==> src/rtl/alu_exec_stage.sv <==
// alu_exec_stage: execute-stage ALU with one-bit-per-cycle shifts and a valid/ready output register
module alu_exec_stage #(
  parameter int XLEN = 32
) (
  input  logic            clk,
  input  logic            rst,
  input  logic            in_valid,
  output logic            in_ready,
  input  logic [3:0]      alu_sel,
  input  logic [XLEN-1:0] op_a,
  input  logic [XLEN-1:0] op_b,
  input  logic [4:0]      shamt,
  input  logic [4:0]      rd_in,
  output logic            out_valid,
  input  logic            out_ready,
  output logic [XLEN-1:0] result,
  output logic            zero,
  output logic [4:0]      rd_out,
  output logic            busy
);
  localparam logic [0:0] IDLE  = 1'b0;
  localparam logic [0:0] SHIFT = 1'b1;
  logic [0:0]      state_q, state_d;
  logic [XLEN-1:0] acc_q, acc_d, result_q, result_d, alu_res;
  logic [4:0]      cnt_q, cnt_d, tag_q, tag_d, rd_q, rd_d;
  logic            dir_q, dir_d, out_valid_q, out_valid_d, zero_q, zero_d;
  logic            slot_free, accept, is_shift, slt;
  assign slot_free = !out_valid_q || out_ready;
  assign in_ready  = (state_q == IDLE) && slot_free;
  assign accept    = in_valid && in_ready;
  assign is_shift  = (alu_sel == 4'b1000) || (alu_sel == 4'b1001);
  assign slt       = $signed(op_a) < $signed(op_b);
  assign out_valid = out_valid_q;
  assign result    = result_q;
  assign zero      = zero_q;
  assign rd_out    = rd_q;
  assign busy      = state_q == SHIFT;
  // Single-cycle result; a shift only lands here with shamt==0, so it passes op_b through
  always_comb begin
    alu_res = alu_sel == 4'b0000 ? op_a & op_b :
              alu_sel == 4'b0001 ? op_a | op_b :
              alu_sel == 4'b0010 ? op_a ^ op_b :
              alu_sel == 4'b0100 ? op_a - op_b :
              alu_sel == 4'b0111 ? {{(XLEN-1){1'b0}}, slt} :
              is_shift           ? op_b :
                                   op_a + op_b;
  end
  // Next-state: accept/issue in IDLE, iterate and retire in SHIFT; a consume always frees the slot
  always_comb begin
    state_d     = state_q;
    acc_d       = acc_q;
    cnt_d       = cnt_q;
    dir_d       = dir_q;
    tag_d       = tag_q;
    result_d    = result_q;
    zero_d      = zero_q;
    rd_d        = rd_q;
    out_valid_d = out_valid_q && !out_ready;
    if (state_q == IDLE) begin
      if (accept && is_shift && shamt != 5'd0) begin
        state_d = SHIFT;
        acc_d   = op_b;
        cnt_d   = shamt;
        dir_d   = alu_sel[0];
        tag_d   = rd_in;
      end else if (accept) begin
        result_d    = alu_res;
        zero_d      = alu_res == '0;
        rd_d        = rd_in;
        out_valid_d = 1'b1;
      end
    end else if (cnt_q != 5'd0) begin
      acc_d = dir_q ? acc_q >> 1 : acc_q << 1;
      cnt_d = cnt_q - 5'd1;
    end else if (slot_free) begin
      result_d    = acc_q;
      zero_d      = acc_q == '0;
      rd_d        = tag_q;
      out_valid_d = 1'b1;
      state_d     = IDLE;
    end
  end
  // State and output registers
  always_ff @(posedge clk) begin
    if (rst) begin
      state_q     <= IDLE;
      acc_q       <= '0;
      cnt_q       <= '0;
      dir_q       <= 1'b0;
      tag_q       <= '0;
      result_q    <= '0;
      zero_q      <= 1'b0;
      rd_q        <= '0;
      out_valid_q <= 1'b0;
    end else begin
      state_q     <= state_d;
      acc_q       <= acc_d;
      cnt_q       <= cnt_d;
      dir_q       <= dir_d;
      tag_q       <= tag_d;
      result_q    <= result_d;
      zero_q      <= zero_d;
      rd_q        <= rd_d;
      out_valid_q <= out_valid_d;
    end
  end
endmodule

==> config.mk <==
export PLATFORM = sky130hd
export DESIGN_NAME = alu_exec_stage
export DESIGN_NICKNAME = d
export VERILOG_FILES = /design/src/rtl/alu_exec_stage.sv
export SDC_FILE = /design/constraint.sdc
export NUM_CORES = 1
export LEC_CHECK = 0
export ABC_AREA = 1
export BUFFER_PORTS_ARGS = -buffer_cell sky130_fd_sc_hd__buf_2
export CELL_PAD_IN_SITES_DETAIL_PLACEMENT = 0
export CELL_PAD_IN_SITES_GLOBAL_PLACEMENT = 1
export CORE_MARGIN = 2
export CORE_UTILIZATION = 41
export DETAILED_ROUTE_END_ITERATION = 8
export GPL_TIMING_DRIVEN = 0
export PLACE_DENSITY = 0.89
export SYNTH_ARGS = -nofsm -noshare
export SYNTH_HDL_FRONTEND = slang
export SYNTH_SLANG_ARGS = --single-unit
==> constraint.sdc <==
create_clock -name clk -period 3.2 [get_ports clk]
set_clock_uncertainty 0.2 [all_clocks]
set_input_delay 0.48 -clock clk [delete_from_list [all_inputs] [get_ports clk]]
set_output_delay 0.48 -clock clk [all_outputs]
set_load 0.05 [all_outputs]
After elaboration in Yosys (flattened, before gate mapping)
Index checks and enable logic that the tools add are counted.
{ "totals": {"ff_bits": 83, "latchBits": 0, "ramBits": 0, "rom_bits": 0, "inputBits": 82, "output_inout_bits": 41, "word_cells": 83, "n_memories": 0} }
{ "op_classes": {"n_addsub": 3, "n_mul": 0, "div": 0, "order_cmp": 1, "eq_ne": 10, "shift": 0, "muxes": 37, "n_bitwise": 4, "n_reduce_logical": 19} }
{ "op_table": {"columns": ["cell", "n"], "rows": [
  ["$mux 32", 15],
  ["$logic_not 32->1", 2],
  ["$mux 5", 8],
  ["$add 32x32->32", 1],
  ["$and 32x32->32", 1],
  ["$lt 32x32->1", 1],
  ["$or 32x32->32", 1],
  ["$sub 32x32->32", 1],
  ["$xor 32x32->32", 1],
  ["$mux 1", 14],
  ["$reduce_bool 5->1", 2],
  ["$eq 4x3->1 const B", 2],
  ["$eq 4x4->1 const B", 2],
  ["$logic_and 1x1->1", 5],
  ["$sub 5x1->5 const B", 1],
  ["$eq 4x1->1 const B", 1],
  ["$eq 4x2->1 const B", 1],
  ["$logic_not 4->1", 1],
  ["$ne 2x1->1 const B", 2],
  ["$ne 2x2->1 const B", 2],
  ["$reduce_and 2->1", 2],
  ["$reduce_and 4->1", 1],
  ["$reduce_bool 2->1", 2],
  ["$logic_not 1->1", 2],
  ["2 further kinds", 3]
]} }

Longest topological paths before layout
Gate-level depths: netlist (run 1).
{ "depth": {"depth_word": 12, "ltp_mapped": 26, "depth_no_buf": 25} }

Worst setup path after synthesis (run 1)
No wires, ideal clock.
{ "synth_timing": {"kind": "reg-to-reg", "from": "register out_valid_q (netlist: out_valid)", "to": "register zero_q (netlist: zero)", "setup_ns": 0.120, "arrival_ns": 2.541, "required_ns": 2.880, "setup_slack_ns": 0.339, "path_stages_with_launch": 12, "n_path_buf": 1, "period_less_slack_ns": 2.861, "cell_sequence": "dfxtp_1 inv_1 nor2_1 nor2_1 nand2_1 nor3_2 inv_1 nand3_1 clkinv_1 clkbuf_1 o21ai_0 a21oi_1"} }
{ "synth_between": {"elab_chain_cells": 8, "elab_cells_between_ends": 10, "cone_classes": "eq/ne: 2; reduce/logical: 8"} }
{ "synth_rtl": {"columns": ["item", "line_no", "rtl"], "rows": [
  ["from (decl)", "26", "logic dir_q, dir_d, out_valid_q, out_valid_d, zero_q, zero_d;"],
  ["from (signal assigned)", "104", "out_valid_q <= out_valid_d;"],
  ["$logic_not 1->1 (*)", "28", "assign slot_free = !out_valid_q || out_ready;"],
  ["$logic_or 1x1->1 (*)", "28", null],
  ["$logic_and 1x1->1 (*)", "29", "assign in_ready = (state_q == IDLE) && slot_free;"],
  ["via in_ready", "8", "output logic in_ready,"],
  ["$logic_and 1x1->1 (*)", "30", "assign accept = in_valid && in_ready;"],
  ["$logic_and 1x1->1 (2 in series)", "60", "if (accept && is_shift && shamt != 5'd0) begin"],
  ["$ne 2x2->1 (no line)", null, null],
  ["$reduce_and 4->1 (no line) (*)", null, null],
  ["to (signal assigned)", "102", "zero_q <= zero_d;"],
  ["to (decl)", "26", null]
]} }
Mark *: on every way through the listed nets, which the timed path passes. The rest lies on a longest branch.
A chain may end at the register's enable or synchronous reset.

Final worst setup path (run 1)
{ "layout_timing": {"from": "input port op_b[8]", "to": "register zero_q (netlist: zero)"} }
{ "layout_between": {"elab_chain_cells": 11, "elab_cells_between_ends": 16, "cone_classes": "add/sub: 2; order compare: 1; mux: 9; bitwise: 3; reduce/logical: 1"} }
{ "layout_rtl": {"columns": ["item", "line_no", "rtl"], "rows": [
  ["from (decl)", "11", "input logic [XLEN-1:0] op_b,"],
  ["$add 32x32->32", "46", "op_a + op_b;"],
  ["$mux 32", "45", "is_shift ? op_b :"],
  ["$mux 32", "44", "alu_sel == 4'b0111 ? {{(XLEN-1){1'b0}}, slt} :"],
  ["$mux 32", "43", "alu_sel == 4'b0100 ? op_a - op_b :"],
  ["$mux 32", "42", "alu_sel == 4'b0010 ? op_a ^ op_b :"],
  ["$mux 32", "41", "alu_sel == 4'b0001 ? op_a | op_b :"],
  ["$mux 32 (*)", "40", "alu_res = alu_sel == 4'b0000 ? op_a & op_b :"],
  ["$logic_not 32->1 (*)", "68", "zero_d = alu_res == '0;"],
  ["$mux 1 (*)", "66", "end else if (accept) begin"],
  ["$mux 1 (*)", "60", null],
  ["$mux 1 (*)", "59", "if (state_q == IDLE) begin"]
]} }
Mark *: on every way between the ends. The rest lies on a longest branch, timed or not. The select of a mux whose other input is x is not followed.

==> summary.md, run 1 <==
## Worst setup path
* type of the worst setup path: in2reg
* endpoint class of the critical path: register
* arrival time at the worst endpoint: 3.21 ns
* peak fanout along the critical path: 8
* CP peak stage delay: 0.29 ns
* cell chain of the critical path: clkbuf_4 -> inv_1 -> ha_1 -> buf_6 -> nand2_2 -> nor2_2 -> a21oi_2 -> buf_4 -> nand3_1 -> nand3_1 -> nand2_1 -> nand2_1 -> nand2_1 -> nand2_1 -> nand2_1 -> nand2_2 -> nor2_1 -> nand2_1 -> nor2_4 -> nand3_1 -> nor2_2 -> nand3_4 -> a21oi_2
* CP Buf/Inv Count: 4
* category of cells accounting for the largest share of critical-path delay: simple AND/OR/NAND/NOR gates
* data required time of the worst path: 3.29 ns
* crit-path most repeated cell: nand2_1
* CP Launch Type: input pin
* worst-path cell with the longest stage delay: ha_1

## STA
* Final Setup Violations: 0
* Max Clock Freq: 0.320 GHz
* final cycle utilization of the critical path: 97.6%
* number of pins with negative max-slew slack in the final report: 0
* Min Hold Slack: 0.172 ns
* Slew @ Worst Pin: 0.746 ns
* final hold violations: 0
* post-layout worst setup margin: 0.0759 ns
* worst-case headroom to the max-slew limit: 49.8%
* total negative slack for setup checks: 0 ns
* post-route minimum period: 3.12 ns
* setup repair after global routing missed its margin: yes

## Layout
* antenna fix cells: 0
* FILL cells: 2,962
* layout overhead on the synthesized area: 23.7%
* layout cells sized above 1: 20.7%
* post-layout instance count excluding filler cells: 2,588
* nets@finish: 2,436
* fraction of the core area covered by cells at the end of the flow: 51.7%
* final instance area: 0.0140 sq mm

## Placement
* placed cells: 2,541
* final RePlAce weighted congestion: 1.02
* count of port buffers added during placement: 121
* DP Worst Slack: -1.00 ns
* post-DP HPWL: 39.8 mm
* area after detailed placement: 0.0123 sq mm

## Synth
* Syn Area/Cell: 5.44 sq um
* Cells after Synth: 2,079
* Synthesis Warnings: 0
* post-synth cell types: 40
* Synth Cell Area: 0.0113 sq mm
* post-synthesis register bit count: 83
* number of enable-type register cells in the synthesized netlist: 0
* fraction of the yosys area taken by sequential cells: 14.7%
* most common flop cell mapped by yosys: dfxtp_1
* async set-reset flop share out of synthesis: 0%
* syn nets: 2,273

## Flow run
* Max Cap Viol: 0

## Floorplanning
* area of the die: 0.0289 sq mm
* Core Rows: 60
* die extent in x: 170 um
* Die Y: 170 um
* I/O pin total: 123
* Core Area: 0.0270 sq mm
* initial cell density of the core: 41.8%

## Global route
* via count of the first global-routing pass: 13.0k
* largest net degree at the start of global routing: 15
* grt total ovfl: 0
* antenna violations before repair: 0
* global-route wire length before repair: 73.3 mm
* total routing resource utilization after global routing: 33.0%

## Detailed routing
* post-route antenna net violation count: 0
* number of detailed-routing iterations run before antenna repair: 6
* average wire length per cell after detail routing: 19.0 um
* number of vias in the routed layout: 14.5k
* DR iter-0 viols: 1,701
* number of remaining DRC errors: 0
* post-DR vias/cell: 5.61
* wire length reported by the detailed router: 49.3 mm

## Power
* worst vdd rail ir drop: 0.231 mV
* Power Density: 342 mW/mm^2
* total power of the final layout: 4.78 mW
* leakage power figure: 7.31 nW

## Clock tree
* maximum count of clock buffers along a single path: 2
* root buffer selected by CTS: clkbuf_16
* clock insertion delay at the later pin of the skew report: 0.35 ns
* clock transition at the registers of the reported paths: 0.07 ns
* quantity of hold-fixing buffers added after cts: 0
* Num CTS Buffers: 9
* H-tree depth: 3
* Clock Sinks: 83
* CTS tree: yes

## Outcome
* run status: finished, final reports clean

## Min path
* worst min-delay path category: in2reg

[worst paths after layout]
path / from / endpoint / slack [ns] / cells after the start
hold / removal: rd_in[1] / tag_q[1] / 0.17 / 3
hold reg to reg: result[23] / result[23] / 0.26 / 2
setup reg to reg: busy / acc_q[30] / 0.36 / 6
setup / recovery: op_b[8] / zero / 0.08 / 23
[registers in the layout, indices dropped and copies added (netlist names)]
signal	flops
zero	1
acc_q	32
dir_q	1
busy	1
out_valid	1
result	32
tag_q	5
cnt_q	5
rd_out	5
[cells by family after synthesis]
kind of cell	count (synthesis)	synth area share, %
xor+xnor	3	0.233
simple gates	1024	37.2
flops	83	14.7
compound gates	425	20.3
fa+ha+maj	112	12.5
buf+inv	432	15.0
[cells in the mapped netlist (6+ instances only)]
library cell	n	area, sq um
nor3_1	10	50.1
o21ai_0	133	666
a21boi_1	6	45.0
nand2_1	658	2470
ha_1	110	1380
o211ai_1	13	97.6
buf_2	37	185
inv_1	325	1220
o21bai_1	10	75.1
dfxtp_1	83	1660
a21oi_1	202	1010
inv_2	6	22.5
nor2_1	141	529
a31oi_1	39	244
nand3_1	169	846
buf_4	7	52.6
clkbuf_1	48	180
nand4_1	21	131
o21ai_1	7	35.0
[per-layer routing]
layer	vias to the layer above	GRT usage (%)	wire, um
li1	6962	-	-
met1	6676	45.5	21300
met2	766	51.4	21400
met3	120	4.63	4390
met4	0	14.1	2240
met5	-	0	0
[area by class of cell]
type	instances	area [sq um]	area share (%)
tap	341	427	3.05
clock buffer	9	225	1.61
inverter	333	1270	9.06
sequential	83	1660	11.9
clock inverter	7	116	0.832
multi-input combinational	1564	8880	63.5
timing repair buffer	153	871	6.23
buffer	98	533	3.81
[cell usage in the layout, fill, tap and decap left out, types with 27 or more instances in the layout]
cell type	count
nand2_2	67
o21ai_0	127
nor2_2	34
a21oi_1	175
nand3_1	150
ha_1	98
nor2_1	93
dfxtp_1	83
inv_1	298
nand2_1	586
a31oi_1	39
clkbuf_1	48
buf_4	41
inv_2	27
buf_2	132
[worst min-delay path, delay by kind of cell]
family / cells / cell delay (ns)
AO/OA/AOI/OAI: 1 / 0.05
buffers and inverters: 2 / 0.15
[power by group]
group | leakage, nW | internal [mW] | switching (mW)
registers | 0.679 | 1.11 | 0.0482
clock network | 0.165 | 0.761 | 0.447
logic | 6.47 | 0.761 | 1.65
[repair_timing]
action,CTS,global route
gates cloned,0,0
pin swaps,9,64
setup endpoints to repair,5,9
gates resized for setup,68,268
buffers inserted,4,28
No activity file was read; power rests on OpenSTA's default activity.
==> inputs of run 2 (changes only) <==
Settings changed: GPL_TIMING_DRIVEN 0 to default.
==> run 2 against run 1 <==
Via count is 5.3% higher. Combinational power rose by 19%. Clock power is 9.9% lower. Die area stayed put. Design area rose by 15%. Sequential share of layout area shrank 1.5 points. Cell count grew 10%. Maximum frequency fell by 0.77%. Flip-flop and latch count unchanged. Largest power group unchanged.
==> summary.md, run 2 (synthesis results as in run 1) <==
## Detailed routing
* number of remaining DRC errors: 0, unchanged
* DR iter-0 viols: 1,402, was 1,701
* post-DR vias/cell: 5.36, was 5.61
* wire length reported by the detailed router: 52.9 mm, was 49.3 mm
* number of detailed-routing iterations run before antenna repair: 8, was 6
* average wire length per cell after detail routing: 18.5 um, was 19.0 um
* post-route antenna net violation count: 0, unchanged
* number of vias in the routed layout: 15.3k, was 14.5k

## Power
* clock power share: 21.3%, was 25.3%
* sequential power share: 22.7%, was 24.3%
* total power of the final layout: 5.11 mW, was 4.78 mW
* reported net switching power: 2.24 mW, was 2.15 mW
* switch share: 43.8%, was 44.9%
* worst vdd rail ir drop: 0.353 mV, was 0.231 mV
* Power Density: 318 mW/mm^2, was 342 mW/mm^2
* leakage power figure: 8.74 nW, was 7.31 nW
* portion of total power attributed to combinational logic: 56.0%, was 50.4%
* design internal power: 2.87 mW, was 2.63 mW

## Worst setup path
* endpoint class of the critical path: register, unchanged
* peak fanout along the critical path: 4, was 8
* reg2reg start: busy, unchanged
* CP Launch Type: input pin, unchanged
* number of cell instances on the worst register-to-register path: 10, was 6
* slack of the worst reg-to-reg path: 0.69 ns, was 0.36 ns
* terminus of the critical flop-to-flop path: zero, was acc_q[30]
* arrival time at the worst endpoint: 3.22 ns, was 3.21 ns
* data required time of the worst path: 3.27 ns, was 3.29 ns
* type of the worst setup path: in2reg, unchanged

## Clock tree
* Num CTS Buffers: 9, unchanged
* clock transition at the registers of the reported paths: 0.07 ns, about the same
* root buffer selected by CTS: clkbuf_16, unchanged
* H-tree depth: 3, unchanged
* maximum count of clock buffers along a single path: 2, unchanged
* clock insertion delay at the later pin of the skew report: 0.34 ns, was 0.35 ns
* CTS tree: yes, unchanged
* Clock Sinks: 83, unchanged

## Placement
* count of port buffers added during placement: 122, was 121
* final RePlAce weighted congestion: 1.07, was 1.02
* post-DP HPWL: 42.4 mm, was 39.8 mm
* area after detailed placement: 0.0149 sq mm, was 0.0123 sq mm
* DP Worst Slack: -0.756 ns, was -1.00 ns

## Flow run
* Max Cap Viol: 0, unchanged

## Layout
* layout cells sized above 1: 29.3%, was 20.7%
* layout overhead on the synthesized area: 42.1%, was 23.7%
* commonest cells after routing, fill and taps aside: 600 x nand2_1, 379 x buf_4, 302 x inv_1, was 586 x nand2_1, 298 x inv_1, 175 x a21oi_1
* commonest non-fill, non-tap cell in the layout: nand2_1, unchanged
* final instance area: 0.0161 sq mm, was 0.0140 sq mm
* nets@finish: 2,702, was 2,436

## Min path
* destination of the worst hold path: tag_q[4], was tag_q[1]
* worst min-delay path category: in2reg, unchanged
* hold path start: rd_in[4], was rd_in[1]
* worst hold stages: 3, unchanged

## Floorplanning
* Core Rows: 60, unchanged
* area of the die: 0.0289 sq mm, unchanged
* I/O pin total: 123, unchanged
* Core Area: 0.0270 sq mm, unchanged
* Die Y: 170 um, unchanged
* die extent in x: 170 um, unchanged
* initial cell density of the core: 41.8%, unchanged

## STA
* post-layout worst setup margin: 0.0518 ns, was 0.0759 ns
* final hold violations: 0, unchanged
* Final Setup Violations: 0, unchanged
* worst-case headroom to the max-slew limit: 45.4%, was 49.8%
* Max Clock Freq: 0.318 GHz, was 0.320 GHz
* number of pins with negative max-slew slack in the final report: 0, unchanged
* setup repair after global routing missed its margin: yes, unchanged
* Slew @ Worst Pin: 0.811 ns, was 0.746 ns
* final cycle utilization of the critical path: 98.4%, was 97.6%
* Min Hold Slack: 0.180 ns, was 0.172 ns
* post-route minimum period: 3.15 ns, was 3.12 ns

## Global route
* global-route wire length before repair: 78.4 mm, was 73.3 mm
* total routing resource utilization after global routing: 35.3%, was 33.0%
* via count of the first global-routing pass: 14.2k, was 13.0k
* antenna violations before repair: 0, unchanged
* grt total ovfl: 0, unchanged
* largest net degree at the start of global routing: 58, was 15

## Outcome
* run status: finished, final reports clean, unchanged

==> run 2: worst max path at each step <==
stage,from,end,slack (ns)
after floorplan,out_valid,zero,0.34
after global placement,op_a[0],result[0],-0.74
after detailed placement,op_a[0],result[0],-0.76
after CTS,op_b[23],result[27],0.009
after global routing,op_b[9],zero,-0.15
final,op_a[0],zero,0.05
==> run 2: area by class of cell <==
cell class	instances	area, sq um
tap	341	427
timing repair buffer	517	3730
clock buffer	9	225
multi-input combinational	1564	8670
sequential	83	1660
inverter	333	1250
antenna	1	2.50
fill	2786	11000
clock inverter	7	87.6
==> run 2: timing repair <==
item	in CTS	in global routing
gates cloned	0	0
pin swaps	3	48
buffers inserted	1	7
gates resized for setup	16	206
hold buffers	0	0
endpoints found under the setup margin	4	18
==> run 2: power groups by stage <==
stage          registers (mW)  clock network (mW)  logic, mW
6_report                 1.16                1.09       2.86
3_3_place_gp             1.18                   0       2.59
2_1_floorplan            1.36                   0       1.19
3_5_place_dp             1.18                   0       2.61
5_1_grt                  1.17                1.14       3.10
4_1_cts                  1.16                1.09       2.64
==> run 2: per-stage QoR <==
stage	util, %	instances	TNS, ns
after floorplan	-	2079	0
after global placement	55.2	2830	-5.15
after detailed placement	55.2	2830	-5.75
after CTS	56.6	2847	0
after global routing	59.4	2854	-0.192
final	59.4	2855	0
==> run 2: worst max-delay path, cell delays in order <==
cell and delay, ns:
buf_8 0.11, inv_4 0.05, ha_4 0.18, inv_4 0.06, fa_2 0.39, nand2_2 0.10, nand2_2 0.06, nand3_2 0.09
nand2_4 0.09, nand2_2 0.09, nand2_2 0.06, nand2_1 0.08, nand2_2 0.11, nand3b_1 0.15, nand2_1 0.06, nand2_1 0.07
nand2_2 0.10, nand2_1 0.07, nand3_1 0.08, a21boi_2 0.16, buf_4 0.16, nand3_1 0.07, nor2_1 0.11, nand3_1 0.09
a21oi_1 0.14
==> run 2: routing by layer <==
metal	global-route usage (%)	vias to the layer above	wire [um]
li1	-	7492	-
met1	43.7	6969	21200
met2	59.6	692	24500
met3	3.05	143	3540
met4	21.3	0	3620
met5	0	-	0
==> inputs of run 3 (changes only) <==
Settings changed: CTS_BUF_LIST from default to sky130_fd_sc_hd__clkbuf_16.
Clock period 3.2 ns to 3.55 ns, I/O delays scaled along.
==> run 3 against run 2 <==
Non-clock buffer count fell by 73. Combinational power fell by 20%. Setup slack gained 0.18 ns. Register-to-register slack improved by 0.47 ns. Sequential share of layout area grew 0.93 points. Routed wire length is 5.4% lower. Count of clock-buffer cells in the layout did not move. Cell count is 2.6% lower. Die area is the same. Critical endpoint unchanged. Largest cell class unchanged.
==> summary.md, run 3 (synthesis results as in run 1) <==
## STA
* worst-case headroom to the max-slew limit: 49.0%, was 45.4%
* final cycle utilization of the critical path: 93.5%
* post-route minimum period: 3.32 ns
* Slew @ Worst Pin: 0.758 ns, was 0.811 ns
* final hold violations: 0, unchanged
* Final Setup Violations: 0, unchanged
* total negative slack for setup checks: 0 ns, unchanged
* Max Clock Freq: 0.301 GHz
* number of pins with negative max-slew slack in the final report: 0, unchanged
* Min Hold Slack: 0.227 ns, was 0.180 ns

## Layout
* fraction of the core area covered by cells at the end of the flow: 54.5%, was 59.4%
* Reg area: 0.00166 sq mm, unchanged
* nets@finish: 2,629, was 2,702
* layout cells sized above 1: 20.9%, was 29.3%
* post-layout instance count excluding filler cells: 2,781, was 2,855
* commonest non-fill, non-tap cell in the layout: nand2_1, unchanged
* layout overhead on the synthesized area: 30.4%, was 42.1%
* commonest cells after routing, fill and taps aside: 655 x nand2_1, 323 x inv_1, 317 x buf_4, was 600 x nand2_1, 379 x buf_4, 302 x inv_1
* antenna fix cells: 0, was 1
* final instance area: 0.0147 sq mm, was 0.0161 sq mm
* FILL cells: 2,878, was 2,786
* area taken by multi-input logic gates: 0.00804 sq mm, was 0.00867 sq mm

## Detailed routing
* number of detailed-routing iterations run before antenna repair: 5, was 8
* average wire length per cell after detail routing: 18.0 um, was 18.5 um
* wire length reported by the detailed router: 50.1 mm, was 52.9 mm
* DR iter-0 viols: 1,503, was 1,402
* post-route antenna net violation count: 0, unchanged
* number of remaining DRC errors: 0, unchanged
* number of vias in the routed layout: 14.9k, was 15.3k
* post-DR vias/cell: 5.34, was 5.36

## Clock tree
* H-tree depth: 3, unchanged
* maximum count of clock buffers along a single path: 2, unchanged
* clock insertion delay at the later pin of the skew report: 0.34 ns, about the same
* Num CTS Buffers: 9, unchanged
* CTS tree: yes, unchanged
* root buffer selected by CTS: clkbuf_16, unchanged
* Clock Sinks: 83, unchanged
* clock transition at the registers of the reported paths: 0.07 ns, about the same

## Power
* Power Density: 286 mW/mm^2, was 318 mW/mm^2
* leakage power figure: 8.30 nW, was 8.74 nW
* worst vdd rail ir drop: 0.223 mV, was 0.353 mV

## Global route
* grt total ovfl: 0, unchanged
* via count of the first global-routing pass: 14.0k, was 14.2k
* global-route wire length before repair: 76.1 mm, was 78.4 mm
* total routing resource utilization after global routing: 34.1%, was 35.3%
* largest net degree at the start of global routing: 57, was 58
* antenna violations before repair: 0, unchanged

## Worst setup path
* type of the worst setup path: in2reg, unchanged
* arrival time at the worst endpoint: 3.39 ns, was 3.22 ns
* slack of the worst reg-to-reg path: 1.16 ns, was 0.69 ns
* peak fanout along the critical path: 7, was 4
* endpoint class of the critical path: register, unchanged
* data required time of the worst path: 3.62 ns, was 3.27 ns
* number of cell instances on the worst register-to-register path: 7, was 10
* CP Launch Type: input pin, unchanged
* reg2reg start: acc_q[3], was busy
* terminus of the critical flop-to-flop path: zero, unchanged

## Min path
* destination of the worst hold path: tag_q[3], was tag_q[4]
* worst min-delay path category: in2reg, unchanged
* worst hold stages: 3, unchanged
* hold path start: rd_in[3], was rd_in[4]

## Outcome
* run status: finished, final reports clean, unchanged

## Placement
* placed cells: 2,765, was 2,830
* post-DP HPWL: 40.9 mm, was 42.4 mm
* area after detailed placement: 0.0144 sq mm, was 0.0149 sq mm
* final RePlAce weighted congestion: 1.00, was 1.07
* count of port buffers added during placement: 122, unchanged

## Floorplanning
* I/O pin total: 123, unchanged
* die extent in x: 170 um, unchanged
* Core Area: 0.0270 sq mm, unchanged
* area of the die: 0.0289 sq mm, unchanged
* Core Rows: 60, unchanged
* Die Y: 170 um, unchanged
* initial cell density of the core: 41.8%, unchanged

## Flow run
* Max Cap Viol: 0, unchanged

## run 3: metrics by stage
| step | setup slack (ns) | total power [mW] |
|---|---|---|
| floorplan | 0.681 | 2.31 |
| global placement | -0.394 | 3.29 |
| detailed placement | -0.473 | 3.30 |
| CTS | 0.0157 | 4.17 |
| global route | -0.0264 | 4.48 |
| finish | 0.231 | 4.22 |
## run 3: worst max path at each step
stage,start,slack (ns),cells after the start,end
after floorplan,op_a[0],0.68,23,zero
after global placement,op_a[0],-0.39,25,result[0]
after detailed placement,op_a[0],-0.47,25,zero
after CTS,op_a[0],0.02,25,zero
after global routing,op_b[11],-0.03,22,zero
final,op_b[11],0.23,22,zero
## run 3: critical path, cell delays in order
cell      delay (ns)
buf_2           0.11
inv_1           0.06
ha_2            0.44
buf_4           0.15
inv_1           0.04
nand2_1         0.05
nand2_1         0.11
a21oi_1         0.24
buf_4           0.17
o21a_1          0.12
nand2_2         0.10
nand3b_1        0.13
nand2_1         0.07
nand2_1         0.07
nand2_2         0.12
nand2_1         0.08
nand3_1         0.10
a21boi_4        0.27
nand3_1         0.10
nor2_1          0.11
nand3_1         0.08
a21oi_1         0.13
## run 3: area by class of cell
| cell class | instances | area share [%] |
|---|---|---|
| clock buffers | 9 | 1.53 |
| clock inverters | 7 | 0.306 |
| inverters | 333 | 8.48 |
| multi-input cells | 1564 | 54.6 |
| flip-flops and latches | 83 | 11.3 |
| well taps | 341 | 2.89 |
| repair buffers | 444 | 21.0 |
## run 3: power by group
group          total (mW)  switching, mW  internal [mW]
clock network       0.870          0.398          0.471
registers            1.05         0.0451           1.00
logic                2.30           1.43          0.870
total                4.22           1.88           2.34
## run 3: metal layers
metal | vias to the layer above | global-route usage (%) | share of wire (%)
met5 | - | 0 | 0
li1 | 7330 | - | -
met4 | 0 | 17.1 | 5.8
met3 | 136 | 3.70 | 7.2
met1 | 6734 | 42.9 | 42
met2 | 660 | 57.8 | 45
## run 3: what timing repair did
item | CTS | global route
pin swaps | 0 | 3
hold buffers | 0 | 0
setup endpoints to repair | 2 | 2
setup buffers | 0 | 0
resized for setup | 1 | 25
